### src/rtl/reg_write_merge_if.sv
// Write-merge bus: channels A and B (valid/ready + data), the merged write port
// driving the downstream register, and the statistics counters.
// The slave modport is the merge stage; the master modport is its environment.
interface reg_write_merge_if #(
   parameter int unsigned width = 1
);
   logic             VALID_A;
   logic [width-1:0] DATA_A;
   logic             READY_A;
   logic             VALID_B;
   logic [width-1:0] DATA_B;
   logic             READY_B;
   logic             WR_EN;
   logic [width-1:0] WR_DATA;
   logic             WR_SRC;
   logic [15:0]      STAT_A;
   logic [15:0]      STAT_B;
   logic [15:0]      STAT_FORCED;

   modport master (
      output VALID_A, DATA_A, VALID_B, DATA_B,
      input  READY_A, READY_B, WR_EN, WR_DATA, WR_SRC, STAT_A, STAT_B, STAT_FORCED
   );

   modport slave (
      input  VALID_A, DATA_A, VALID_B, DATA_B,
      output READY_A, READY_B, WR_EN, WR_DATA, WR_SRC, STAT_A, STAT_B, STAT_FORCED
   );
endinterface

### src/rtl/reg_write_merge.sv
// reg_write_merge: merges two valid/ready write channels into one registered
// write strobe. Each channel has a one-entry buffer; A has fixed priority and
// B is forced through after STARVE_LIMIT blocked cycles.
// Optional statistics counters: define REG_WRITE_MERGE_STATS_EN to build them,
// otherwise the STAT ports read zero.
module reg_write_merge #(
   parameter int unsigned      width        = 1,
   parameter logic [width-1:0] init         = '0,
   parameter int unsigned      STARVE_LIMIT = 4
) (
   input logic              CLK,
   input logic              RST_N,
   reg_write_merge_if.slave bus
);
   localparam logic [7:0] starve_limit = 8'(STARVE_LIMIT);

   logic             full_a_q, full_a_d;
   logic             full_b_q, full_b_d;
   logic [width-1:0] buf_a_q, buf_a_d;
   logic [width-1:0] buf_b_q, buf_b_d;
   logic [7:0]       wait_b_q, wait_b_d;
   logic             wr_en_q, wr_en_d;
   logic [width-1:0] wr_data_q, wr_data_d;
   logic             wr_src_q, wr_src_d;

   logic force_b, grant_a, grant_b;
   logic ready_a, ready_b, xfer_a, xfer_b;

   // Arbitration from buffer state only; B wins when A is empty or B has starved.
   always_comb begin
      force_b = full_b_q && (wait_b_q >= starve_limit);
      grant_b = full_b_q && (!full_a_q || force_b);
      grant_a = full_a_q && !grant_b;
   end

   // A granted buffer frees up this cycle, so it can refill on the same edge.
   assign ready_a = RST_N && (!full_a_q || grant_a);
   assign ready_b = RST_N && (!full_b_q || grant_b);
   assign xfer_a  = bus.VALID_A && ready_a;
   assign xfer_b  = bus.VALID_B && ready_b;

   // Next-state for buffers, starvation counter and write port.
   always_comb begin
      full_a_d  = full_a_q;
      buf_a_d   = buf_a_q;
      full_b_d  = full_b_q;
      buf_b_d   = buf_b_q;
      wait_b_d  = wait_b_q;
      if (xfer_a) begin
         full_a_d = 1'b1;
         buf_a_d  = bus.DATA_A;
      end else if (grant_a) begin
         full_a_d = 1'b0;
      end
      if (xfer_b) begin
         full_b_d = 1'b1;
         buf_b_d  = bus.DATA_B;
      end else if (grant_b) begin
         full_b_d = 1'b0;
      end
      // Counts cycles the current B entry has been blocked; saturates.
      if (!full_b_q || grant_b) begin
         wait_b_d = 8'd0;
      end else if (wait_b_q != 8'hFF) begin
         wait_b_d = wait_b_q + 8'd1;
      end
      wr_en_d   = grant_a || grant_b;
      wr_src_d  = grant_b;
      wr_data_d = wr_data_q;
      if (grant_b) begin
         wr_data_d = buf_b_q;
      end else if (grant_a) begin
         wr_data_d = buf_a_q;
      end
   end

   // State registers with synchronous active-low reset.
   always_ff @(posedge CLK) begin
      if (!RST_N) begin
         full_a_q  <= 1'b0;
         full_b_q  <= 1'b0;
         buf_a_q   <= '0;
         buf_b_q   <= '0;
         wait_b_q  <= 8'd0;
         wr_en_q   <= 1'b0;
         wr_data_q <= init;
         wr_src_q  <= 1'b0;
      end else begin
         full_a_q  <= full_a_d;
         full_b_q  <= full_b_d;
         buf_a_q   <= buf_a_d;
         buf_b_q   <= buf_b_d;
         wait_b_q  <= wait_b_d;
         wr_en_q   <= wr_en_d;
         wr_data_q <= wr_data_d;
         wr_src_q  <= wr_src_d;
      end
   end

   assign bus.READY_A = ready_a;
   assign bus.READY_B = ready_b;
   assign bus.WR_EN   = wr_en_q;
   assign bus.WR_DATA = wr_data_q;
   assign bus.WR_SRC  = wr_src_q;

`ifdef REG_WRITE_MERGE_STATS_EN
   logic [15:0] stat_a_q, stat_b_q, stat_forced_q;

   // Saturating per-source write counts and count of forced B grants over a full A.
   always_ff @(posedge CLK) begin
      if (!RST_N) begin
         stat_a_q      <= 16'h0000;
         stat_b_q      <= 16'h0000;
         stat_forced_q <= 16'h0000;
      end else begin
         if (grant_a && (stat_a_q != 16'hFFFF)) begin
            stat_a_q <= stat_a_q + 16'd1;
         end
         if (grant_b && (stat_b_q != 16'hFFFF)) begin
            stat_b_q <= stat_b_q + 16'd1;
         end
         if (force_b && full_a_q && (stat_forced_q != 16'hFFFF)) begin
            stat_forced_q <= stat_forced_q + 16'd1;
         end
      end
   end

   assign bus.STAT_A      = stat_a_q;
   assign bus.STAT_B      = stat_b_q;
   assign bus.STAT_FORCED = stat_forced_q;
`else
   assign bus.STAT_A      = 16'h0000;
   assign bus.STAT_B      = 16'h0000;
   assign bus.STAT_FORCED = 16'h0000;
`endif
endmodule

### src/flat_wrapper.sv
// flat-port wrapper written by rule: the top's interface ports become plain ports
module reg_write_merge_flat 
#(
   parameter int unsigned      width        = 1,
   parameter logic [width-1:0] init         = '0,
   parameter int unsigned      STARVE_LIMIT = 4
)
  (CLK, RST_N, bus_VALID_A, bus_DATA_A, bus_VALID_B, bus_DATA_B, bus_READY_A, bus_READY_B, bus_WR_EN, bus_WR_DATA, bus_WR_SRC, bus_STAT_A, bus_STAT_B, bus_STAT_FORCED);
  reg_write_merge_if #(.width(width)) bus_i ();
  input logic CLK;
  input logic RST_N;
  input wire logic [$bits(bus_i.VALID_A)-1:0] bus_VALID_A;
  input wire logic [$bits(bus_i.DATA_A)-1:0] bus_DATA_A;
  input wire logic [$bits(bus_i.VALID_B)-1:0] bus_VALID_B;
  input wire logic [$bits(bus_i.DATA_B)-1:0] bus_DATA_B;
  output wire logic [$bits(bus_i.READY_A)-1:0] bus_READY_A;
  output wire logic [$bits(bus_i.READY_B)-1:0] bus_READY_B;
  output wire logic [$bits(bus_i.WR_EN)-1:0] bus_WR_EN;
  output wire logic [$bits(bus_i.WR_DATA)-1:0] bus_WR_DATA;
  output wire logic [$bits(bus_i.WR_SRC)-1:0] bus_WR_SRC;
  output wire logic [$bits(bus_i.STAT_A)-1:0] bus_STAT_A;
  output wire logic [$bits(bus_i.STAT_B)-1:0] bus_STAT_B;
  output wire logic [$bits(bus_i.STAT_FORCED)-1:0] bus_STAT_FORCED;
  assign bus_i.VALID_A = bus_VALID_A;
  assign bus_i.DATA_A = bus_DATA_A;
  assign bus_i.VALID_B = bus_VALID_B;
  assign bus_i.DATA_B = bus_DATA_B;
  assign bus_READY_A = bus_i.READY_A;
  assign bus_READY_B = bus_i.READY_B;
  assign bus_WR_EN = bus_i.WR_EN;
  assign bus_WR_DATA = bus_i.WR_DATA;
  assign bus_WR_SRC = bus_i.WR_SRC;
  assign bus_STAT_A = bus_i.STAT_A;
  assign bus_STAT_B = bus_i.STAT_B;
  assign bus_STAT_FORCED = bus_i.STAT_FORCED;
  reg_write_merge #(.width(width), .init(init), .STARVE_LIMIT(STARVE_LIMIT)) u_core (.CLK(CLK), .RST_N(RST_N), .bus(bus_i));
endmodule
### config.mk
export PLATFORM = sky130hd
export DESIGN_NAME = reg_write_merge_flat
export DESIGN_NICKNAME = d
export VERILOG_FILES = /design/src/rtl/reg_write_merge_if.sv /design/src/rtl/reg_write_merge.sv /design/src/flat_wrapper.sv
export SDC_FILE = /design/constraint.sdc
export NUM_CORES = 1
export LEC_CHECK = 0
export ABC_AREA = 1
export CAP_MARGIN = 40
export CORE_UTILIZATION = 35
export CTS_BUF_LIST = sky130_fd_sc_hd__clkbuf_4
export CTS_CLUSTER_SIZE = 24
export DETAILED_ROUTE_END_ITERATION = 7
export HOLD_SLACK_MARGIN = 0.1
export PLACE_DENSITY = 0.76
export SYNTH_ARGS = -nofsm -noshare
export SYNTH_HDL_FRONTEND = slang
export SYNTH_SLANG_ARGS = --single-unit
### constraint.sdc
create_clock -name CLK -period 1.5 [get_ports CLK]
set_clock_uncertainty 0.1 [all_clocks]
set_input_delay 0.15 -clock CLK [delete_from_list [all_inputs] [get_ports CLK]]
set_output_delay 0.15 -clock CLK [all_outputs]
set_load 0.05 [all_outputs]
==> results.json, run 1 <==
{
  "status": "complete, but fails checks",
  "synth-warning-count": 0,
  "gp_congestion": 0.700,
  "antenna_left": 0,
  "grt_use_total": 0.0897,
  "r2r_end": "u_core.bus.WR_DATA",
  "power_density_mw_per_mm2": 962,
  "cp-end-kind": "output pin",
  "cts_tree": "yes",
  "grt_antenna_before_repair": 0,
  "grt_pass1_vias": 480,
  "r2r_cells": 9,
  "grt_max_degree": 10,
  "fin_hold_ws_ns": 0.328,
  "rsz0062_at_grt": "true",
  "viasPerCell": 3.60,
  "mostFrequentLayoutCell": "conb_1",
  "slew_viol_final": 0,
  "cts_sinks": 15,
  "r2r-start": "u_core.wait_b_q[7]",
  "final_area_mm2": 0.00109,
  "die_w_um": 55.2,
  "final_cell_mix": "53 x conb_1, 14 x nand2_1, 10 x inv_1, 10 x buf_4",
  "synth_area_um2": 990,
  "finish.utilization": 0.423,
  "dpl_cell_area_um2": 978,
  "clkTransAtPathRegs_ns": 0.09,
  "syn_area_per_cell_um2": 7.98,
  "cts_buffers": 3,
  "syn_to_final_growth_pct": 9.86,
  "cp-startpoint": "u_core.wait_b_q[7]",
  "coreArea_mm2": 0.00257,
  "netlist_instances": 124,
  "grt_first_pass_wirelength_mm": 1.93,
  "rows": 18,
  "fin_tns_setup_ns": -0.0688,
  "num_vias": 645,
  "required_ns": 1.25,
  "ys_seq_area_frac": 0.303,
  "clockRootBuffer": "clkbuf_4",
  "routed_wl_mm": 1.23,
  "clk_latency_ns": 0.28,
  "drt_iter0_drc": 2,
  "critical_path_class": "reg2out",
  "fin_crit_sh": 1.03,
  "worstHoldPathCells": 3,
  "start_util": 0.385,
  "drc": 0,
  "dp_cells": 168,
  "maxCapViolCount": 0,
  "endpoint": "bus_READY_A",
  "violations": "negative setup slack",
  "reg2reg_slack_ns": 0.04,
  "ys_seq_elements": 15,
  "cp.arrival_ns": 1.29,
  "fin_crit_ns": 1.54,
  "num-nets-final": 158,
  "first_pass_iters": 4,
  "grt_overflow": 0,
  "clock.fmax_ghz": 0.649,
  "setup_viol": 2,
  "yosysUniqueCellTypes": 23,
  "io_pins": 59,
  "die-area_mm2": 0.00304,
  "hpwlAfterDp_um": 948,
  "die_h_um": 55.2,
  "max-vdd-ir-drop_uv": 589,
  "setup_slack_ns": -0.0401,
  "dp_slack_ns": 0.161,
  "hold_viol": 0,
  "drt-wirelength-per-cell_um": 6.85,
  "drive_above_1_share": 0.255,
  "total_power_mw": 1.05,
  "htree_levels": 1,
  "start_kind": "flip-flop",
  "finalNonFillerCells": 179,
  "diodes": 0,
  "port-buffer-count": 10,
  "p_leak_nw": 0.575,
  "crit_fanout": 2,
  "cts_buffer_depth": 2,
  "min_path_type": "in2reg"
}
[state kept, by name (all words and copies together) (netlist names)]
register,cells
u_core.buf_a_q,1
u_core.full_b_q,1
u_core.full_a_q,1
u_core.buf_b_q,1
u_core.wait_b_q,8
u_core.bus.WR_DATA,1
u_core.bus.WR_SRC,1
u_core.bus.WR_EN,1
[kinds of logic (layout without fill, tap and decap cells)]
| logic type | after synthesis | in the layout | share of synthesized area |
|---|---|---|---|
| buffers and inverters | 62 | 35 | 0.417 |
| DFF | 15 | 15 | 0.303 |
| other | 1 | 53 | 0.00379 |
| adders and majority gates | 2 | 2 | 0.0253 |
| AOI/OAI and AO/OA | 8 | 8 | 0.0493 |
| and+or+nand+nor | 36 | 36 | 0.201 |
[worst min-delay path by stage]
stage | endpoint | slack, ns | from
CTS | u_core.buf_b_q | 0.33 | bus_DATA_B
global placement | u_core.wait_b_q[0] | 0.40 | u_core.wait_b_q[0]
finish | u_core.buf_b_q | 0.33 | bus_DATA_B
floorplan | u_core.full_b_q | 0.18 | bus_VALID_B
detailed placement | u_core.wait_b_q[1] | 0.40 | u_core.wait_b_q[1]
global route | u_core.full_b_q | 0.38 | bus_VALID_B
[area by class of cell]
| cell class | count | area [µm²] |
|---|---|---|
| fillers | 256 | 1480 |
| multi-input cells | 99 | 487 |
| flip-flops and latches | 15 | 310 |
| repair buffers | 18 | 176 |
| inverters | 13 | 48.8 |
| well taps | 30 | 37.5 |
| clock buffers | 3 | 22.5 |
| clock inverters | 1 | 5.00 |
[metal layers]
| metal | vias to the layer above | track usage | part of all wire |
|---|---|---|---|
| met5 | - | 0 | 0 |
| met4 | 0 | 0.0500 | 0.021 |
| met3 | 4 | 0.0164 | 0.066 |
| met2 | 36 | 0.151 | 0.52 |
| met1 | 276 | 0.107 | 0.40 |
| li1 | 329 | - | - |
[synthesized netlist by cell type, drive strengths merged]
master | instances | share of area
nand4 | 1 | 0.0063
inv | 13 | 0.049
o21bai | 2 | 0.019
nor2 | 11 | 0.059
nand3 | 6 | 0.048
buf | 48 | 0.36
clkbuf | 1 | 0.0038
dfxtp | 15 | 0.30
nor3 | 1 | 0.016
conb | 1 | 0.0038
ha | 2 | 0.025
a21oi | 3 | 0.015
nand2 | 16 | 0.063
and3 | 1 | 0.0076
o21ai | 3 | 0.015
[worst max-delay path, stage by stage, from the launching register on]
cell and delay [ns]:
dfxtp_2 0.34, nor2_4 0.12, nand3_4 0.09, buf_6 0.13
nand3_4 0.06, nand2_2 0.06, inv_2 0.08, buf_12 0.13
[where the power goes]
group          internal [mW]  leakage, nW  switching (mW)
Combinational         0.0535        0.432           0.330
Sequential             0.421        0.126          0.0154
Clock                 0.0989       0.0177           0.127
[timing repair]
item,CTS,global route
buffers inserted,4,3
endpoints found under the setup margin,2,2
pin swaps,4,5
hold buffers,0,0
resized for setup,6,8
Power figures use the tool's default switching activity.
==> inputs of run 2 (changes only) <==
- CTS_CLUSTER_DIAMETER: default -> 200
==> results of run 2 <==
The final DEF is identical to that of run 1; final timing and power are the same.
==> inputs of run 3 (changes only) <==
- CTS_CLUSTER_SIZE: 24 -> 12
==> results of run 3 <==
The final DEF is identical to that of run 1; final timing and power are the same.
